--- config.mk ---
export PLATFORM = sky130hd
export DESIGN_NAME = serial_adder
export DESIGN_NICKNAME = d
export VERILOG_FILES = /design/src/rtl/serial_adder_pkg.sv /design/src/rtl/fulladder.sv /design/src/rtl/serial_adder.sv
export SDC_FILE = /design/constraint.sdc
export NUM_CORES = 1
export LEC_CHECK = 0
export ABC_AREA = 1
export BUFFER_PORTS_ARGS = -buffer_cell sky130_fd_sc_hd__buf_2
export CAP_MARGIN = 20
export CORE_ASPECT_RATIO = 1.2
export CORE_MARGIN = 1.5
export CORE_UTILIZATION = 55
export DETAILED_ROUTE_END_ITERATION = 8
export PLACE_DENSITY = 0.89
export REMOVE_ABC_BUFFERS = 1
export SLEW_MARGIN = 25
export SYNTH_ARGS = -nofsm -noshare
export SYNTH_HDL_FRONTEND = slang
export SYNTH_SLANG_ARGS = --single-unit
--- constraint.sdc ---
create_clock -name clk -period 1.6 [get_ports clk]
set_input_delay 0.24 -clock clk [delete_from_list [all_inputs] [get_ports clk]]
set_output_delay 0.24 -clock clk [all_outputs]
set_load 0.03 [all_outputs]
--- src/rtl/serial_adder_pkg.sv ---
// Shared definitions for the serial arithmetic units.
// Holds the sequencer state encoding and the default operand width.
package serial_adder_pkg;

    typedef enum logic [1:0] {
        S_IDLE = 2'd0,
        S_RUN  = 2'd1,
        S_DONE = 2'd2
    } state_e;

    localparam int DEFAULT_WIDTH = 8;

endpackage

--- src/rtl/fulladder.sv ---
// One-bit full adder cell used as the serial adder's bit slice.
// Ports: p, q, ci in; sum, co out. Purely combinational.
module fulladder (
    input  logic p,
    input  logic q,
    input  logic ci,
    output logic sum,
    output logic co
);

    assign sum = p ^ q ^ ci;
    assign co  = (p & q) | (ci & (p ^ q));

endmodule

--- src/rtl/serial_adder.sv ---
// Bit-serial WIDTH-bit adder: one bit pair per clock, LSB first.
// Ports: clk, rst (sync, active high), start, a, b, cin in;
//        busy, done, sum, cout out (sum/cout registered, held).
module serial_adder
    import serial_adder_pkg::*;
#(
    parameter int WIDTH = DEFAULT_WIDTH
) (
    input  logic             clk,
    input  logic             rst,
    input  logic             start,
    input  logic [WIDTH-1:0] a,
    input  logic [WIDTH-1:0] b,
    input  logic             cin,
    output logic             busy,
    output logic             done,
    output logic [WIDTH-1:0] sum,
    output logic             cout
);

    localparam int CNT_W = $clog2(WIDTH);
    localparam logic [CNT_W-1:0] CNT_LAST = CNT_W'(WIDTH - 1);

    state_e           state_q;
    logic [WIDTH-1:0] sa_q;
    logic [WIDTH-1:0] sb_q;
    logic [WIDTH-1:0] ss_q;
    logic [WIDTH-1:0] sum_q;
    logic             cy_q;
    logic             cout_q;
    logic [CNT_W-1:0] cnt_q;

    logic             fa_sum;
    logic             fa_co;

    fulladder u_fa (
        .p   (sa_q[0]),
        .q   (sb_q[0]),
        .ci  (cy_q),
        .sum (fa_sum),
        .co  (fa_co)
    );

    always_ff @(posedge clk) begin
        if (rst) begin
            state_q <= S_IDLE;
            sa_q    <= '0;
            sb_q    <= '0;
            ss_q    <= '0;
            sum_q   <= '0;
            cy_q    <= 1'b0;
            cout_q  <= 1'b0;
            cnt_q   <= '0;
        end else begin
            unique case (state_q)
                S_IDLE, S_DONE: begin
                    if (start) begin
                        sa_q    <= a;
                        sb_q    <= b;
                        cy_q    <= cin;
                        cnt_q   <= '0;
                        state_q <= S_RUN;
                    end else begin
                        state_q <= S_IDLE;
                    end
                end
                S_RUN: begin
                    // start is deliberately ignored here; no queueing
                    ss_q  <= {fa_sum, ss_q[WIDTH-1:1]};
                    cy_q  <= fa_co;
                    sa_q  <= sa_q >> 1;
                    sb_q  <= sb_q >> 1;
                    cnt_q <= cnt_q + 1'b1;
                    if (cnt_q == CNT_LAST) begin
                        // result published only here so it holds through a later RUN
                        sum_q   <= {fa_sum, ss_q[WIDTH-1:1]};
                        cout_q  <= fa_co;
                        state_q <= S_DONE;
                    end
                end
                default: state_q <= S_IDLE;
            endcase
        end
    end

    assign busy = (state_q == S_RUN);
    assign done = (state_q == S_DONE);
    assign sum  = sum_q;
    assign cout = cout_q;

endmodule

**Yosys cells after proc, flatten, opt, wreduce, memory -nomap -nowiden**

Index checks and enable logic that the tools add are counted.

- Bits of input ports: 20
- Logic and storage cells: 35
- Latch bits: 0
- Memory bits (read-only): 0
- Memory bits (writable): 0
- Output and inout bits: 11
- Register bits: 39
- Memories kept: 0

- $mul: 0
- $lt $le $gt $ge: 0
- Eq/ne operators: 5
- Bitwise gates (word level): 5
- Reduce and logical (&&, ||, !) cells: 5
- Multiplexer cells: 11
- Shift operators: 0
- Div/mod/pow operators: 0
- Add/subtract/negate cells: 1

Operator list:

| kind | count |
|---|---|
| $pmux W8 S2 | 2 |
| $mux W8 | 2 |
| $pmux W3 S2 | 1 |
| $pmux W2 S2 | 1 |
| $reduce_and A2 Y1 | 2 |
| $add A3 B1 Y3 const B | 1 |
| $eq A3 B3 Y1 const B | 1 |
| $mux W3 | 1 |
| $and A1 B1 Y1 | 2 |
| $eq A2 B1 Y1 const B | 1 |
| $eq A2 B2 Y1 const B | 1 |
| $logic_not A2 Y1 | 1 |
| $mux W1 | 2 |
| $mux W2 | 1 |
| $ne A2 B1 Y1 const B | 1 |
| $ne A2 B2 Y1 const B | 1 |
| $pmux W1 S2 | 1 |
| $reduce_bool A2 Y1 | 1 |
| $reduce_or A2 Y1 | 1 |
| $xor A1 B1 Y1 | 2 |
| $or A1 B1 Y1 | 1 |

**Depth between registers and ports, before layout**

Gate-level depths: netlist (run 1).

- Depth after elaboration: 4
- Gate-level depth with buffers: 7

**Hierarchy**

From an unflattened synthesis (run 1), not the netlist that was laid out.

- Cell total of the unflattened synthesis: 252
- Area total of the unflattened synthesis: 1776.7 µm²

Modules (own cells, without submodules):

| module | instances | cells an instance | area an instance (µm²) |
|---|---|---|---|
| serial_adder | 1 | 251 | 1756.7 |
| fulladder | 1 | 1 | 20.0 |

**Worst setup path before layout (run 1)**

No wires, ideal clock.

- Kind: flip-flop to output port
- Start: register state_q[1]
- End: output port done
- Path slack: 331 ps
- Cell stages (with the launch flop): 4
- Data arrival time: 1029 ps
- Buffers on the path: 1
- Required time: 1360 ps
- Path through: dfxtp_1 -> inv_2 -> buf_2 -> nor2_1

- Word-level cells in the longest chain between the ends: 1

RTL lines:

| what | RTL line | RTL |
|---|---|---|
| start: declaration | serial_adder.sv:24 | `state_e state_q;` |
| start signal: assignment | serial_adder.sv:46 | `state_q <= S_IDLE;` |
| start signal: assignment | serial_adder.sv:62 | `state_q <= S_RUN;` |
| start signal: assignment | serial_adder.sv:64 | `state_q <= S_IDLE;` |
| $eq A2 B2 Y1 | serial_adder.sv:87 | `assign done = (state_q == S_DONE);` |
| end: declaration | serial_adder.sv:16 | `output logic done,` |

No other way between the ends.

**Worst setup path in the final report (run 1)**

Ends and elaborated chain as after synthesis.

==> flow_metrics.tcl, run 1 <==
set metrics [dict create \
    synthDistinctLibCells 21 \
    rsz0062_at_grt "no" \
    ys_seq_area_share_pct 43.0 \
    clk-insertion-delay-late_ns 0.34 \
    grt_max_degree 38 \
    async_flop_share_pct 0 \
    route.detailed.drc 0 \
    place_hpwl_mm 2.44 \
    syn_area_per_cell_um2 7.05 \
    vdd_ir_drop_max_v 0.000602 \
    worstReg2RegEnd "sum[4]" \
    fin_ws_ns 0.104 \
    cpMaxStageDelayCell "dfxtp_1" \
    die_w_um 54.8 \
    ys_top_cells_by_area "dfxtp_1 43%, nand3_1 12%, nand2_1 9.3%" \
    setup_viol 0 \
    critPathMaxStageDelay_ns 0.42 \
    clk_pin_slew_worst_paths_ns 0.12 \
    gp_congestion 0.832 \
    max-cap-violations 0 \
    synthCells 251 \
    wl_mm 3.57 \
    nNetsFinal 301 \
    grt_pass1_vias 1489 \
    synthDominantCellAreaShare_pct 43.0 \
    drv_slew 0 \
    grt_overflow 0 \
    portBuffers 30 \
    num_rows 22 \
    worstHoldPathCells 3 \
    r2r_start "cnt_q[0]" \
    hold_buffers 0 \
    grt_pass1_wl_mm 6.30 \
    vias_per_cell 5.03 \
    clockPowerShare_pct 32.6 \
    fin_setup_tns_ns 0 \
    drive_above_1_share_pct 17.9 \
    synth_seq_cells 38 \
    max_freq_ghz 0.669 \
    seqPwrFrac_pct 51.2 \
    hold_path_startpoint "a[4]" \
    final.fill_count 281 \
    antenna_cells 0 \
    p_per_area_nw_per_um2 1020 \
    regToRegSetupSlack_ns 0.17 \
    clock_sinks 38 \
    crit_type "register to output port" \
    synth_top_area_cell "dfxtp_1" \
    cts-root-buf "clkbuf_4" \
    drtPass1Iterations 4 \
    critPathArrivalTime_ns 1.26 \
    drtAntennaViolNets 0 \
    finClkSkew_ns 0.00656 \
    worstPathCellList "inv_2, nor2_1, buf_2" \
    synth_edf_count 0 \
    wl_per_cell_um 11.3 \
    dp.cells 306 \
    p_sw_uw 568 \
    critPathMaxFanout 17 \
    finalCritPeriodShare_pct 93.5 \
    initial_utilization_pct 57.9 \
    cp_data_required_time_ns 1.36 \
    start_kind "register" \
    swShare_pct 27.9 \
    worstRegToRegCells 5 \
    internal_power_mw 1.47 \
    instances_no_fill 315 \
    status "complete, no violations" \
    die-area_um2 3570 \
    cts_buffer_depth 2 \
    pre_cts_ws_ns 0.193 \
    holdPathEnd "sa_q[4]" \
    finalHoldViolations 0 \
    p_comb_share_pct 16.2 \
    ys_top_cells_by_count "44 x nand2_1, 41 x nand3_1, 38 x dfxtp_1" \
    synth_most_common_cell "nand2_1" \
    ys_warn_count 0 \
    cts-buffers-inserted 5 \
    worst_slew_pin_slew_ns 0.474 \
    dr_total_vias 1586 \
    core_area_um2 3060 \
    cts_tree "done" \
    maxSlewHeadroom_pct 68.3 \
    synth_ff_type "dfxtp_1" \
    antenna_found_initial 0 \
    grt.total_usage_pct 23.9 \
    synth_area_um2 1770 \
    leakagePower_nw 0.995 \
    finalCriticalPeriod_ns 1.50 \
    hold_path_class "input pin to register" \
    critPathCaptureType "output port" \
    chipHeight_um 65.2 \
    h-tree-depth 2 \
    drtIter0Drc 29 \
    synthToLayoutAreaGrowth_pct 12.4 \
    ios 31 \
]
power groups by stage:
stage | clock [mW] | sequential [mW] | combinational, mW
2_1_floorplan | 0 | 1.06 | 0.224
3_5_place_dp | 0 | 1.06 | 0.326
3_3_place_gp | 0 | 1.06 | 0.318
4_1_cts | 0.671 | 1.04 | 0.334
6_report | 0.664 | 1.04 | 0.330
5_1_grt | 0.720 | 1.05 | 0.388
worst max path at each step:
stage / to / depth (start not counted) / startpoint / slack (ns)
final: done / 3 / state_q[1] / 0.10
after global routing: ss_q[3] / 4 / state_q[1] / 0.009
after CTS: done / 3 / state_q[1] / 0.09
after detailed placement: sum[4] / 5 / cnt_q[0] / 0.19
after global placement: sum[4] / 5 / cnt_q[0] / 0.20
after floorplan: sum[2] / 5 / state_q[0] / -0.13
routing by layer:
metal,GRT usage (%),share of wire (%)
met1,29.1,45
met2,39.9,49
met3,6.14,4.5
met4,7.50,1.4
met5,0,0
metrics by stage:
step | util, % | cell area, µm² | hold WS, ns | power [mW]
3_3_place_gp | 62.2 | 1900 | 0.446 | 1.38
6_report | 65.2 | 1990 | 0.115 | 2.04
3_5_place_dp | 62.2 | 1900 | 0.452 | 1.39
4_1_cts | 65.2 | 1990 | 0.111 | 2.05
2_1_floorplan | - | 1670 | 0.309 | 1.29
5_1_grt | 65.2 | 1990 | 0.104 | 2.16
critical path: cells and delay by family, from the launching register on:
kind	cells	cell delay, ns
and+or+nand+nor	1	0.13
DFF	1	0.42
buffers and inverters	2	0.37
kinds of logic after synthesis:
logic type | share of synthesized area, %
simple gates | 33.9
buf+inv | 13.8
flops | 43.0
compound gates | 6.78
fa+ha+maj | 2.54
layout by cell type (no fill, tap or decap), drive strengths merged:
cell type	netlist	routed
inv	36	36
buf	13	36
a21oi	14	14
bufinv	0	1
ha	2	2
clkinv	1	1
clkbuf	3	5
nand3b	3	3
nor2	27	27
clkinvlp	0	2
fa	1	1
nand3	41	41
dfxtp	38	38
o21ai	10	10
nor3	15	15
nand2	47	47
registers in the layout (all words and copies together), names as in the netlist:
register,count
cnt_q,3
cout,1
cy_q,1
sa_q,8
sb_q,8
ss_q,7
state_q,2
sum,8
cell type report:
type / instances / area (µm²) / share of cell area [%]
multi-input combinational: 160 / 766 / 38.5
sequential: 38 / 761 / 38.2
clock buffer: 5 / 37.5 / 1.89
timing repair buffer: 36 / 195 / 9.81
tap: 36 / 45.0 / 2.26
inverter: 37 / 141 / 7.10
clock inverter: 3 / 45.0 / 2.26
repair_timing:
item | 4_1_cts | 5_1_grt
buffers inserted | 1 | 0
endpoints found under the setup margin | 1 | 0
resized for setup | 0 | 0
No activity file was read; power rests on OpenSTA's default activity.
==> run 2, diff against run 1 <==
--- a/config.mk
+++ b/config.mk
@@ -8,5 +8,5 @@
 export ABC_AREA = 1
 export BUFFER_PORTS_ARGS = -buffer_cell sky130_fd_sc_hd__buf_2
-export CAP_MARGIN = 20
+export CAP_MARGIN = 0
 export CORE_ASPECT_RATIO = 1.2
 export CORE_MARGIN = 1.5
==> constraint.sdc (replaced) <==
create_clock -name clk -period 1.6 [get_ports clk]
set_input_delay 0.16 -clock clk [delete_from_list [all_inputs] [get_ports clk]]
set_output_delay 0.16 -clock clk [all_outputs]
set_load 0.03 [all_outputs]
==> run 2 against run 1 <==
Net effect: via count up 2.6%; core utilization up 1.7 points; maximum frequency up 4.2%; count of clock-buffer cells in the layout up 1; first-iteration DRC count up 17%; clock skew down 0.0011 ns; combinational power up 2%; wire length down 2.7%; die area unchanged; worst setup slack better by 0.061 ns; sequential power about the same.
==> flow_metrics.tcl, run 2 (synthesis results as in run 1) <==
set metrics [dict create \
    cpMaxStageDelayCell "dfxtp_1" \
    gp_congestion 0.756 \
    h-tree-depth 2 \
    dr_total_vias 1628 \
    portBuffers 30 \
    p_comb_share_pct 15.1 \
    crit_type "register to output port" \
    clk-insertion-delay-late_ns 0.35 \
    finalCritPeriodShare_pct 89.7 \
    hold_buffers 0 \
    seqPwrFrac_pct 46.7 \
    setup_viol 0 \
    holdPathEnd "sb_q[2]" \
    drv_slew 0 \
    worstRegToRegCells 5 \
    final_common_cell "nand2_1" \
    pre_cts_ws_ns 0.219 \
    chipHeight_um 65.2 \
    critPathMaxFanout 8 \
    worstPathCellList "inv_4, nor2_4, buf_2" \
    initial_utilization_pct 57.9 \
    grt_pass1_vias 1373 \
    regToRegSetupSlack_ns 0.19 \
    worstReg2RegEnd "sum[2]" \
    hold_ws_ns 0.0327 \
    drive_above_1_share_pct 18.8 \
    p_sw_uw 557 \
    grt_overflow 0 \
    vias_per_cell 5.12 \
    worstHoldPathCells 3 \
    cp.buffers_inverters 2 \
    drtIter0Drc 34 \
    drtAntennaViolNets 0 \
    worst_slew_pin_slew_ns 0.488 \
    route.detailed.drc 0 \
    finalCriticalPeriod_ns 1.43 \
    cts_tree "done" \
    hold_path_class "input pin to register" \
    start_kind "register" \
    cts-root-buf "clkbuf_4" \
    cts-resized-gates 0 \
    hold_path_startpoint "b[2]" \
    critPathArrivalTime_ns 1.27 \
    internal_power_mw 1.68 \
    fin_setup_tns_ns 0 \
    grt.total_usage_pct 21.7 \
    cts_buffer_depth 2 \
    cts-buffers-inserted 5 \
    die_w_um 54.8 \
    clock_sinks 38 \
    grt_pass1_wl_mm 5.66 \
    die-area_um2 3570 \
    maxSlewHeadroom_pct 67.3 \
    design_area_um2 2040 \
    post_cts_buffers 0 \
    finClkSkew_ns 0.00548 \
    place_hpwl_mm 2.21 \
    rsz0062_at_grt "no" \
    r2r_start "cnt_q[0]" \
    synthToLayoutAreaGrowth_pct 15.3 \
    finalHoldViolations 0 \
    instances_no_fill 318 \
    wl_mm 3.47 \
    critPathCaptureType "output port" \
    grt_max_degree 38 \
    max_freq_ghz 0.697 \
    placed_area_um2 1900 \
    antenna_found_initial 0 \
    nNetsFinal 304 \
    leakagePower_nw 1.03 \
    vdd_ir_drop_max_v 0.000806 \
    swShare_pct 24.9 \
    drtPass1Iterations 4 \
    p_total_mw 2.23 \
    clockPowerShare_pct 38.2 \
    antenna_cells 0 \
    mostFrequentLayoutCells "44 x nand2_1, 41 x nand3_1, 38 x dfxtp_1" \
    num_rows 22 \
    dp.cells 306 \
    status "complete, no violations" \
    crit_family "flip-flops" \
    wl_per_cell_um 10.9 \
    p_per_area_nw_per_um2 1090 \
    utilization_pct 66.8 \
    cp_data_required_time_ns 1.44 \
    core_area_um2 3060 \
    ios 31 \
    fin_ws_ns 0.165 \
    clk_pin_slew_worst_paths_ns 0.11 \
    critPathMaxStageDelay_ns 0.41 \
    max-cap-violations 0 \
]
==> run 2: metal layers <==
layer	up-vias	track usage [%]	routed length [µm]
met3	7	7.73	195
li1	847	-	-
met5	-	0	0
met4	0	8.75	68
met1	723	25.6	1570
met2	51	34.7	1640
==> run 2: final cells by class <==
cell class              count  area, µm²
multi-input cells         160        766
repair buffers             39        218
flip-flops and latches     38        761
fillers                   287       1010
well taps                  36       45.0
clock inverters             2       60.1
clock buffers               6       51.3
inverters                  37        141
==> run 2: worst max path at each step <==
stage                from         end  slack (ns)  depth (start not counted)
3_5_place_dp     cnt_q[0]      sum[2]        0.22                          5
4_1_cts        state_q[0]        busy        0.03                          3
2_1_floorplan  state_q[0]      sum[2]       -0.13                          5
6_report       state_q[0]        busy        0.17                          3
5_1_grt        state_q[1]  state_q[0]        0.05                          5
3_3_place_gp     cnt_q[0]      sum[4]        0.23                          5
==> run 2: worst min-delay path: stages <==
cell	delay [ns]
buf_2	0.07
nor3_1	0.04
nor2_1	0.08
==> run 2: power by group through the flow <==
| stage | sequential, mW | clock [mW] | combinational, mW |
|---|---|---|---|
| final | 1.04 | 0.854 | 0.338 |
| after global routing | 1.05 | 0.920 | 0.392 |
| after CTS | 1.04 | 0.873 | 0.324 |
| after detailed placement | 1.06 | 0 | 0.320 |
| after global placement | 1.06 | 0 | 0.317 |
| after floorplan | 1.06 | 0 | 0.224 |
